<file path="config.mk">
export PLATFORM = sky130hd
export DESIGN_NAME = countdown_timer
export DESIGN_NICKNAME = d
export VERILOG_FILES = /design/src/rtl/timer_pkg.sv /design/src/rtl/hms_decrement.sv /design/src/rtl/countdown_timer.sv
export SDC_FILE = /design/constraint.sdc
export NUM_CORES = 1
export LEC_CHECK = 0
export BUFFER_PORTS_ARGS = -buffer_cell sky130_fd_sc_hd__buf_2
export CAP_MARGIN = 20
export CELL_PAD_IN_SITES_DETAIL_PLACEMENT = 1
export CELL_PAD_IN_SITES_GLOBAL_PLACEMENT = 2
export CORE_MARGIN = 1
export CORE_UTILIZATION = 30
export DETAILED_ROUTE_END_ITERATION = 10
export PLACE_DENSITY = 0.8
export SLEW_MARGIN = 20
export SYNTH_ARGS = -nofsm -noshare
export SYNTH_HDL_FRONTEND = slang
export SYNTH_SLANG_ARGS = --single-unit
</file>
<file path="constraint.sdc">
create_clock -name CLK_IN -period 2.2 [get_ports CLK_IN]
set_input_delay 0.44 -clock CLK_IN [delete_from_list [all_inputs] [get_ports CLK_IN]]
set_output_delay 0.44 -clock CLK_IN [all_outputs]
set_load 0.01 [all_outputs]
</file>
<file path="src/rtl/timer_pkg.sv">
// rtl/timer_pkg.sv - shared HH:MM:SS limits, widths and countdown state encoding
package timer_pkg;

    localparam int HOUR_W   = 5;
    localparam int MINUTE_W = 6;
    localparam int SECOND_W = 6;

    localparam logic [SECOND_W-1:0] SECOND_MAX = 6'd59;
    localparam logic [MINUTE_W-1:0] MINUTE_MAX = 6'd59;
    localparam logic [HOUR_W-1:0]   HOUR_MAX   = 5'd23;

    localparam logic [1:0] ST_IDLE   = 2'd0;
    localparam logic [1:0] ST_RUN    = 2'd1;
    localparam logic [1:0] ST_PAUSED = 2'd2;
    localparam logic [1:0] ST_DONE   = 2'd3;

    typedef struct packed {
        logic [HOUR_W-1:0]   hour;
        logic [MINUTE_W-1:0] minute;
        logic [SECOND_W-1:0] second;
    } hms_t;

    function automatic hms_t hms_saturate(input logic [HOUR_W-1:0]   h,
                                          input logic [MINUTE_W-1:0] m,
                                          input logic [SECOND_W-1:0] s);
        hms_t r;
        r.hour   = (h > HOUR_MAX)   ? HOUR_MAX   : h;
        r.minute = (m > MINUTE_MAX) ? MINUTE_MAX : m;
        r.second = (s > SECOND_MAX) ? SECOND_MAX : s;
        return r;
    endfunction

endpackage

</file>
<file path="src/rtl/hms_decrement.sv">
// rtl/hms_decrement.sv - combinational HH:MM:SS minus one second with borrow
module hms_decrement
    import timer_pkg::*;
(
    input  hms_t count,
    output hms_t count_dec,
    output logic is_zero,
    output logic is_one
);

    // 00:00:00 maps to itself so the count can never wrap below zero
    always_comb begin
        count_dec = count;
        if (count.second != '0) begin
            count_dec.second = count.second - 1'b1;
        end else if (count.minute != '0) begin
            count_dec.second = SECOND_MAX;
            count_dec.minute = count.minute - 1'b1;
        end else if (count.hour != '0) begin
            count_dec.second = SECOND_MAX;
            count_dec.minute = MINUTE_MAX;
            count_dec.hour   = count.hour - 1'b1;
        end
    end

    assign is_zero = (count == '0);
    assign is_one  = (count.hour == '0) && (count.minute == '0) &&
                     (count.second == {{(SECOND_W-1){1'b0}}, 1'b1});

endmodule

</file>
<file path="src/rtl/countdown_timer.sv">
// rtl/countdown_timer.sv - HH:MM:SS countdown timer with run/pause/expire control
module countdown_timer
    import timer_pkg::*;
(
    input  logic                CLK_IN,
    input  logic                RST_N,
    input  logic                TICK,
    input  logic                LOAD,
    input  logic [HOUR_W-1:0]   LOAD_HOUR,
    input  logic [MINUTE_W-1:0] LOAD_MINUTE,
    input  logic [SECOND_W-1:0] LOAD_SECOND,
    input  logic                START,
    input  logic                PAUSE,
    output logic [HOUR_W-1:0]   HOUR,
    output logic [MINUTE_W-1:0] MINUTE,
    output logic [SECOND_W-1:0] SECOND,
    output logic                BUSY,
    output logic                EXPIRED,
    output logic                DONE_PULSE
);

    logic [1:0] state, state_nxt;
    hms_t       count, count_nxt, count_dec;
    logic       is_zero, is_one;
    logic       done_pulse_q, done_pulse_nxt;

    hms_decrement u_dec (
        .count     (count),
        .count_dec (count_dec),
        .is_zero   (is_zero),
        .is_one    (is_one)
    );

    always_comb begin
        state_nxt      = state;
        count_nxt      = count;
        done_pulse_nxt = 1'b0;
        if (LOAD) begin
            count_nxt = hms_saturate(LOAD_HOUR, LOAD_MINUTE, LOAD_SECOND);
            state_nxt = ST_IDLE;
        end else begin
            case (state)
                ST_IDLE: begin
                    if (START) begin
                        state_nxt      = is_zero ? ST_DONE : ST_RUN;
                        done_pulse_nxt = is_zero;
                    end
                end
                ST_RUN: begin
                    // a PAUSE swallows any TICK arriving on the same edge
                    if (PAUSE) begin
                        state_nxt = ST_PAUSED;
                    end else if (TICK) begin
                        count_nxt = count_dec;
                        if (is_one) begin
                            state_nxt      = ST_DONE;
                            done_pulse_nxt = 1'b1;
                        end
                    end
                end
                ST_PAUSED: begin
                    if (START) begin
                        state_nxt = ST_RUN;
                    end
                end
                default: begin
                    state_nxt = ST_DONE;
                end
            endcase
        end
    end

    always_ff @(posedge CLK_IN or negedge RST_N) begin
        if (!RST_N) begin
            state        <= ST_IDLE;
            count        <= '0;
            done_pulse_q <= 1'b0;
        end else begin
            state        <= state_nxt;
            count        <= count_nxt;
            done_pulse_q <= done_pulse_nxt;
        end
    end

    assign HOUR       = count.hour;
    assign MINUTE     = count.minute;
    assign SECOND     = count.second;
    assign BUSY       = (state == ST_RUN);
    assign EXPIRED    = (state == ST_DONE);
    assign DONE_PULSE = done_pulse_q;

endmodule

</file>
==> results of run 1 <==
## power groups by stage
stage	Sequential [mW]	Combinational, mW	Clock (mW)
after global routing	0.459	0.293	0.318
after floorplan	0.461	0.133	0
after detailed placement	0.458	0.256	0
after global placement	0.457	0.257	0
after CTS	0.451	0.258	0.307
final	0.451	0.257	0.298
## flip-flops by register name, summed over array words and instances (netlist names)
register and count:
state 2, DONE_PULSE 1, HOUR 5, SECOND 6
MINUTE 6
## cell families after synthesis
family / share of synthesized area
compound gates: 0.245
fa+ha+maj: 0.0588
buf+inv: 0.0604
flops: 0.336
mux: 0.00672
simple gates: 0.293
## worst min-delay path by stage
stage               slack (ns)  start          to  depth (start not counted)
floorplan                 0.14  RST_N  DONE_PULSE                          0
global placement          0.44  RST_N     HOUR[1]                          1
detailed placement        0.44  RST_N     HOUR[0]                          1
CTS                       0.14  RST_N   SECOND[4]                          1
global route              0.17  RST_N   SECOND[4]                          1
finish                    0.13  RST_N   SECOND[4]                          1
## worst max-delay path, delay by kind of cell (launching register included)
family | cells | cell delay, ns
buf+inv | 1 | 0.15
simple gates | 3 | 0.96
compound gates | 1 | 0.16
flops | 1 | 0.45
fa+ha+maj | 1 | 0.17
## timing repair
action	CTS	global route
buffers inserted	0	0
resized for setup	0	4
endpoints found under the setup margin	0	7
## synthesized netlist by cell type (4+ instances only)
master,instances
inv_1,12
a311oi_1,4
o21ai_0,8
nand3_1,9
ha_1,7
dfrtp_1,20
nor2_1,20
nand2_1,9
nor4_1,4
o211ai_1,4
a31oi_1,6
a21oi_1,7
## metrics by stage
| stage | utilization | setup WS [ns] |
|---|---|---|
| 2_1_floorplan | - | 0.279 |
| 3_3_place_gp | 0.375 | 0.208 |
| 3_5_place_dp | 0.375 | 0.108 |
| 4_1_cts | 0.387 | 0.0876 |
| 5_1_grt | 0.391 | 0.0693 |
| 6_report | 0.391 | 0.218 |
## metal layers
layer / global-route usage / vias up / share of wire
met5: 0 / - / 0
met4: 0.0392 / 0 / 0.0089
met3: 0.0306 / 4 / 0.040
met2: 0.309 / 35 / 0.47
met1: 0.267 / 758 / 0.48
li1: - / 745 / -
## cell type report
class / count / area, um^2 / area share
multi-input cells: 133 / 920 / 0.495
flip-flops and latches: 20 / 500 / 0.269
repair buffers: 48 / 255 / 0.137
well taps: 67 / 83.8 / 0.0451
clock buffers: 4 / 55.1 / 0.0296
inverters: 12 / 45.0 / 0.0242
==> impl_metrics.env, run 1 <==
export IMPL_max_freq_mhz=505
export IMPL_ys_warn_count=0
export IMPL_worst_r2r_endpoint="HOUR[4]"
export IMPL_syn_avg_cell_area_um2=8.66
export IMPL_r2r_cells=6
export IMPL_crit_path_start="SECOND[0]"
export IMPL_antenna_found_initial=0
export IMPL_finClkSkew_ns=0.0113
export IMPL_io_buffers=42
export IMPL_timing_rr_start="SECOND[0]"
export IMPL_period_minus_slack_ns=1.98
export IMPL_fin_cells=284
export IMPL_first_pass_iters=5
export IMPL_reg2reg_slack_ns=0.22
export IMPL_rows=25
export IMPL_p_total_mw=1.01
export IMPL_syn_nets=202
export IMPL_startpoint_type="flip-flop"
export IMPL_track_usage=0.191
export IMPL_synth_area_leaders="dfrtp_1 34%, ha_1 5.9%, nor2_1 5.0%, nand3_1 3.0%, inv_1 3.0%"
export IMPL_min_path_type="in2async"
export IMPL_grt_max_degree=21
export IMPL_globalplace_congestion=0.810
export IMPL_cts_root_buf="clkbuf_8"
export IMPL_syn_area_um2=1490
export IMPL_async_reset_ff_frac=1.00
export IMPL_ys_ff_latch=20
export IMPL_setup_tns_ns=0
export IMPL_p_comb_frac=0.256
export IMPL_post_route_cells_drive_above_1_share=0.295
export IMPL_die_area_um2=5250
export IMPL_arrival_ns=2.17
export IMPL_worst_setup_path_type="reg2reg"
export IMPL_postCtsHoldBufs=0
export IMPL_remaining_drc_errors=0
export IMPL_p_seq_frac=0.448
export IMPL_grt_ovfl_total=0
export IMPL_cellLeakagePower_nw=0.810
export IMPL_relSlewSlack=0.670
export IMPL_drt_iter0_markers=50
export IMPL_synth_largest_area_cell="dfrtp_1"
export IMPL_clkPwrFrac=0.296
export IMPL_initial_utilization=0.313
export IMPL_placed_area_um2=1780
export IMPL_endpoint="HOUR[4]"
export IMPL_vias=1542
export IMPL_fillCellCount=617
export IMPL_syn_to_final_growth_pct=24.8
export IMPL_hold_viol_final=0
export IMPL_rsz0062_at_grt="no"
export IMPL_min_period_over_period=0.901
export IMPL_routedWlPerCell_um=15.8
export IMPL_mostFrequentLayoutCells="42 x buf_2, 20 x dfrtp_1, 20 x nor2_1"
export IMPL_core_um2=4750
export IMPL_slew_viol_final=0
export IMPL_hpwlAfterDp_um=3390
export IMPL_worstMarginPinSlew_ns=0.496
export IMPL_final_antenna_net_count=0
export IMPL_ir_drop_uv=264
export IMPL_final_common_cell="buf_2"
export IMPL_finalInstanceArea_um2=1860
export IMPL_ys_seq_area_frac=0.336
export IMPL_via_per_inst=5.43
export IMPL_cellPowerDensity_nw_per_um2=541
export IMPL_worstPathMaxFanout=13
export IMPL_cp_cell_sequence="inv_1 > ha_1 > nor2b_2 > nand3_4 > or4_1 > a31oi_1"
export IMPL_die_h_um=72.5
export IMPL_clk_pin_slew_ns=0.09
export IMPL_diodes=0
export IMPL_h_tree_depth=1
export IMPL_synth_top_cell_area_share=0.336
export IMPL_yosys_cell_types_count=56
export IMPL_critical_path_slowest_cell="or4_1"
export IMPL_critPathRequiredTime_ns=2.38
export IMPL_yosys_most_used_dff="dfrtp_1"
export IMPL_worst_setup_path_end_kind="flip-flop"
export IMPL_grt_pass1_wl_um=7850
export IMPL_cts_buffer_depth=2
export IMPL_cpPeakStageDelay_ns=0.54
export IMPL_cts_made_buffers=3
export IMPL_internal_power_mw=0.672
export IMPL_cts_sinks=20
export IMPL_io_pins=43
export IMPL_status="finished, final reports clean"
export IMPL_finalHoldWorstSlack_ns=0.126
export IMPL_final_nets=248
export IMPL_wl_um=4490
export IMPL_drv_cap=0
export IMPL_synth_cells=172
export IMPL_p_sw_frac=0.332
export IMPL_placed_cells=280
export IMPL_cts_tree="built"
export IMPL_p_sw_mw=0.334
export IMPL_synth_edff_count=0
export IMPL_die_w_um=72.5
export IMPL_clock_latency_ns=0.27
export IMPL_finalSetupViolCount=0
export IMPL_grt_pass1_vias=1592
Power figures use the tool's default switching activity.
==> inputs of run 2 (changes only) <==
--- a/config.mk
+++ b/config.mk
@@ -10,10 +10,12 @@
 export CELL_PAD_IN_SITES_DETAIL_PLACEMENT = 1
 export CELL_PAD_IN_SITES_GLOBAL_PLACEMENT = 2
 export CORE_MARGIN = 1
-export CORE_UTILIZATION = 30
+export CORE_UTILIZATION = 31
 export DETAILED_ROUTE_END_ITERATION = 10
-export PLACE_DENSITY = 0.8
+export PLACE_DENSITY = 0.79
 export SLEW_MARGIN = 20
 export SYNTH_ARGS = -nofsm -noshare
 export SYNTH_HDL_FRONTEND = slang
+export SYNTH_HIERARCHICAL = 1
 export SYNTH_SLANG_ARGS = --single-unit
+export TNS_END_PERCENT = 20
==> impl_metrics.env, run 2 <==
export IMPL_status="finished, final reports clean"
export IMPL_rows=25
export IMPL_cts_buffer_depth=2
export IMPL_worst_setup_path_end_kind="flip-flop"
export IMPL_final_common_cell="buf_2"
export IMPL_grt_pass1_vias=1745
export IMPL_ys_warn_count=6
export IMPL_worst_setup_path_type="reg2reg"
export IMPL_die_w_um=74.1
export IMPL_slew_viol_final=0
export IMPL_grt_ovfl_total=0
export IMPL_drv_cap=0
export IMPL_ir_drop_uv=240
export IMPL_initial_utilization=0.332
export IMPL_clock_latency_ns=0.27
export IMPL_worstPathMaxFanout=9
export IMPL_synth_area_leaders="dfrtp_1 31%, mux2i_1 7.5%, mux2_4 6.5%, ha_1 4.7%, o22a_1 3.8%"
export IMPL_synth_edff_count=0
export IMPL_yosys_most_used_dff="dfrtp_1"
export IMPL_synth_top_cell_area_share=0.311
export IMPL_period_minus_slack_ns=2.08
export IMPL_h_tree_depth=1
export IMPL_syn_avg_cell_area_um2=9.37
export IMPL_p_sw_frac=0.352
export IMPL_relSlewSlack=0.672
export IMPL_syn_to_final_growth_pct=32.3
export IMPL_worstMarginPinSlew_ns=0.492
export IMPL_cts_root_buf="clkbuf_8"
export IMPL_finalHoldWorstSlack_ns=0.121
export IMPL_cts_tree="built"
export IMPL_globalplace_congestion=0.829
export IMPL_placed_cells=300
export IMPL_remaining_drc_errors=0
export IMPL_cts_made_buffers=3
export IMPL_finClkSkew_ns=0.00536
export IMPL_finalSetupViolCount=0
export IMPL_fillCellCount=593
export IMPL_via_per_inst=5.37
export IMPL_final_antenna_net_count=0
export IMPL_grt_max_degree=22
export IMPL_postCtsHoldBufs=0
export IMPL_core_um2=4850
export IMPL_synth_mux_area_frac=0.154
export IMPL_startpoint_type="flip-flop"
export IMPL_arrival_ns=2.27
export IMPL_hpwlAfterDp_um=4030
export IMPL_synth_cells=172
export IMPL_min_path_type="in2async"
export IMPL_synth_compound_area_frac=0.197
export IMPL_ys_seq_area_frac=0.311
export IMPL_post_synth_xor_area_fraction=0.0163
export IMPL_routedWlPerCell_um=17.2
export IMPL_io_pins=43
export IMPL_io_buffers=42
export IMPL_critPathRequiredTime_ns=2.39
export IMPL_synth_most_common_cell="dfrtp_1"
export IMPL_p_comb_frac=0.363
export IMPL_async_reset_ff_frac=1.00
export IMPL_p_sw_mw=0.391
export IMPL_wl_um=5230
export IMPL_internal_power_mw=0.721
export IMPL_synth_top_family_by_area="simple AND/OR/NAND/NOR gates"
export IMPL_post_route_cells_drive_above_1_share=0.397
export IMPL_syn_nets=201
export IMPL_max_freq_mhz=480
export IMPL_drt_iter0_markers=69
export IMPL_cts_sinks=20
export IMPL_vias=1631
export IMPL_hold_viol_final=0
export IMPL_clkPwrFrac=0.235
export IMPL_syn_area_um2=1610
export IMPL_min_period_over_period=0.946
export IMPL_die_area_um2=5490
export IMPL_grt_pass1_wl_um=8560
export IMPL_die_h_um=74.1
export IMPL_p_seq_frac=0.402
export IMPL_cellLeakagePower_nw=0.960
export IMPL_yosys_cell_types_count=51
export IMPL_clk_pin_slew_ns=0.08
export IMPL_mostFrequentLayoutCells="42 x buf_2, 27 x buf_4, 20 x dfrtp_1"
export IMPL_diodes=0
export IMPL_synth_simple_area_share=0.223
export IMPL_ys_top_cells_by_count="20 x dfrtp_1, 12 x mux2i_1, 12 x nand2_1"
export IMPL_track_usage=0.205
export IMPL_p_total_mw=1.11
export IMPL_ys_ff_latch=20
export IMPL_fin_cells=304
export IMPL_first_pass_iters=4
export IMPL_final_nets=268
export IMPL_antenna_found_initial=0
export IMPL_cellPowerDensity_nw_per_um2=522
export IMPL_synthAdderAreaFrac=0.0466
export IMPL_synth_largest_area_cell="dfrtp_1"
-- run 2: path summary, 6_finish.rpt --
path	startpoint	to	slack (ns)	cells after the start
worst max register to register	MINUTE[0]	DONE_PULSE	0.12	7
worst min-delay path	RST_N	SECOND[4]	0.12	1
worst max-delay path	MINUTE[0]	DONE_PULSE	0.12	7
worst min register to register	state[1]	DONE_PULSE	0.55	1
min in group CLK_IN	PAUSE	state[0]	0.39	2
max in group asynchronous	RST_N	MINUTE[0]	1.74	1
-- run 2: through the flow --
stage	setup TNS (ns)	setup WS [ns]	utilization	cell area [um^2]
final	0	0.118	0.440	2130
after global routing	-0.0185	-0.0185	0.440	2130
after CTS	0	0.0233	0.434	2100
after detailed placement	-0.0801	-0.0329	0.423	2050
after global placement	0	0.0929	0.423	2050
after floorplan	0	0.0857	-	1610
-- run 2: what timing repair did --
| item | CTS | global route |
|---|---|---|
| pin swaps | 1 | 1 |
| endpoints found under the setup margin | 3 | 11 |
| resized for setup | 1 | 7 |
| buffers inserted | 1 | 0 |
-- run 2: critical path: stages (launching register included) --
cell	delay, ns
dfrtp_1	0.39
inv_1	0.09
ha_1	0.18
nor3b_4	0.40
and3_2	0.29
and4b_1	0.25
nand4b_1	0.14
a211oi_2	0.25
-- run 2: final cells by class --
type	count	area [um^2]	share of cell area
inverter	10	37.5	0.0176
timing repair buffer	69	413	0.194
sequential	20	500	0.235
multi-input combinational	135	1060	0.495
tap	67	83.8	0.0393
clock buffer	3	41.3	0.0194
-- run 2: routing by layer --
layer	track usage	vias up	part of all wire
met5	0	-	0
met4	0.0620	0	0.011
met3	0.0203	5	0.019
met2	0.351	23	0.51
met1	0.273	821	0.46
li1	-	782	-
-- run 2: power groups by stage --
| stage | logic, mW | registers [mW] | clock network, mW |
|---|---|---|---|
| floorplan | 0.195 | 0.472 | 0 |
| global placement | 0.384 | 0.446 | 0 |
| detailed placement | 0.396 | 0.452 | 0 |
| CTS | 0.402 | 0.444 | 0.267 |
| global route | 0.444 | 0.453 | 0.281 |
| finish | 0.404 | 0.447 | 0.261 |
-- run 2: cells by family (layout without fill, tap and decap cells) --
| family | after synthesis | in the layout |
|---|---|---|
| xor+xnor | 3 | 3 |
| compound gates | 47 | 47 |
| simple gates | 58 | 58 |
| mux | 21 | 21 |
| buf+inv | 17 | 82 |
| fa+ha+maj | 6 | 6 |
| flops | 20 | 20 |
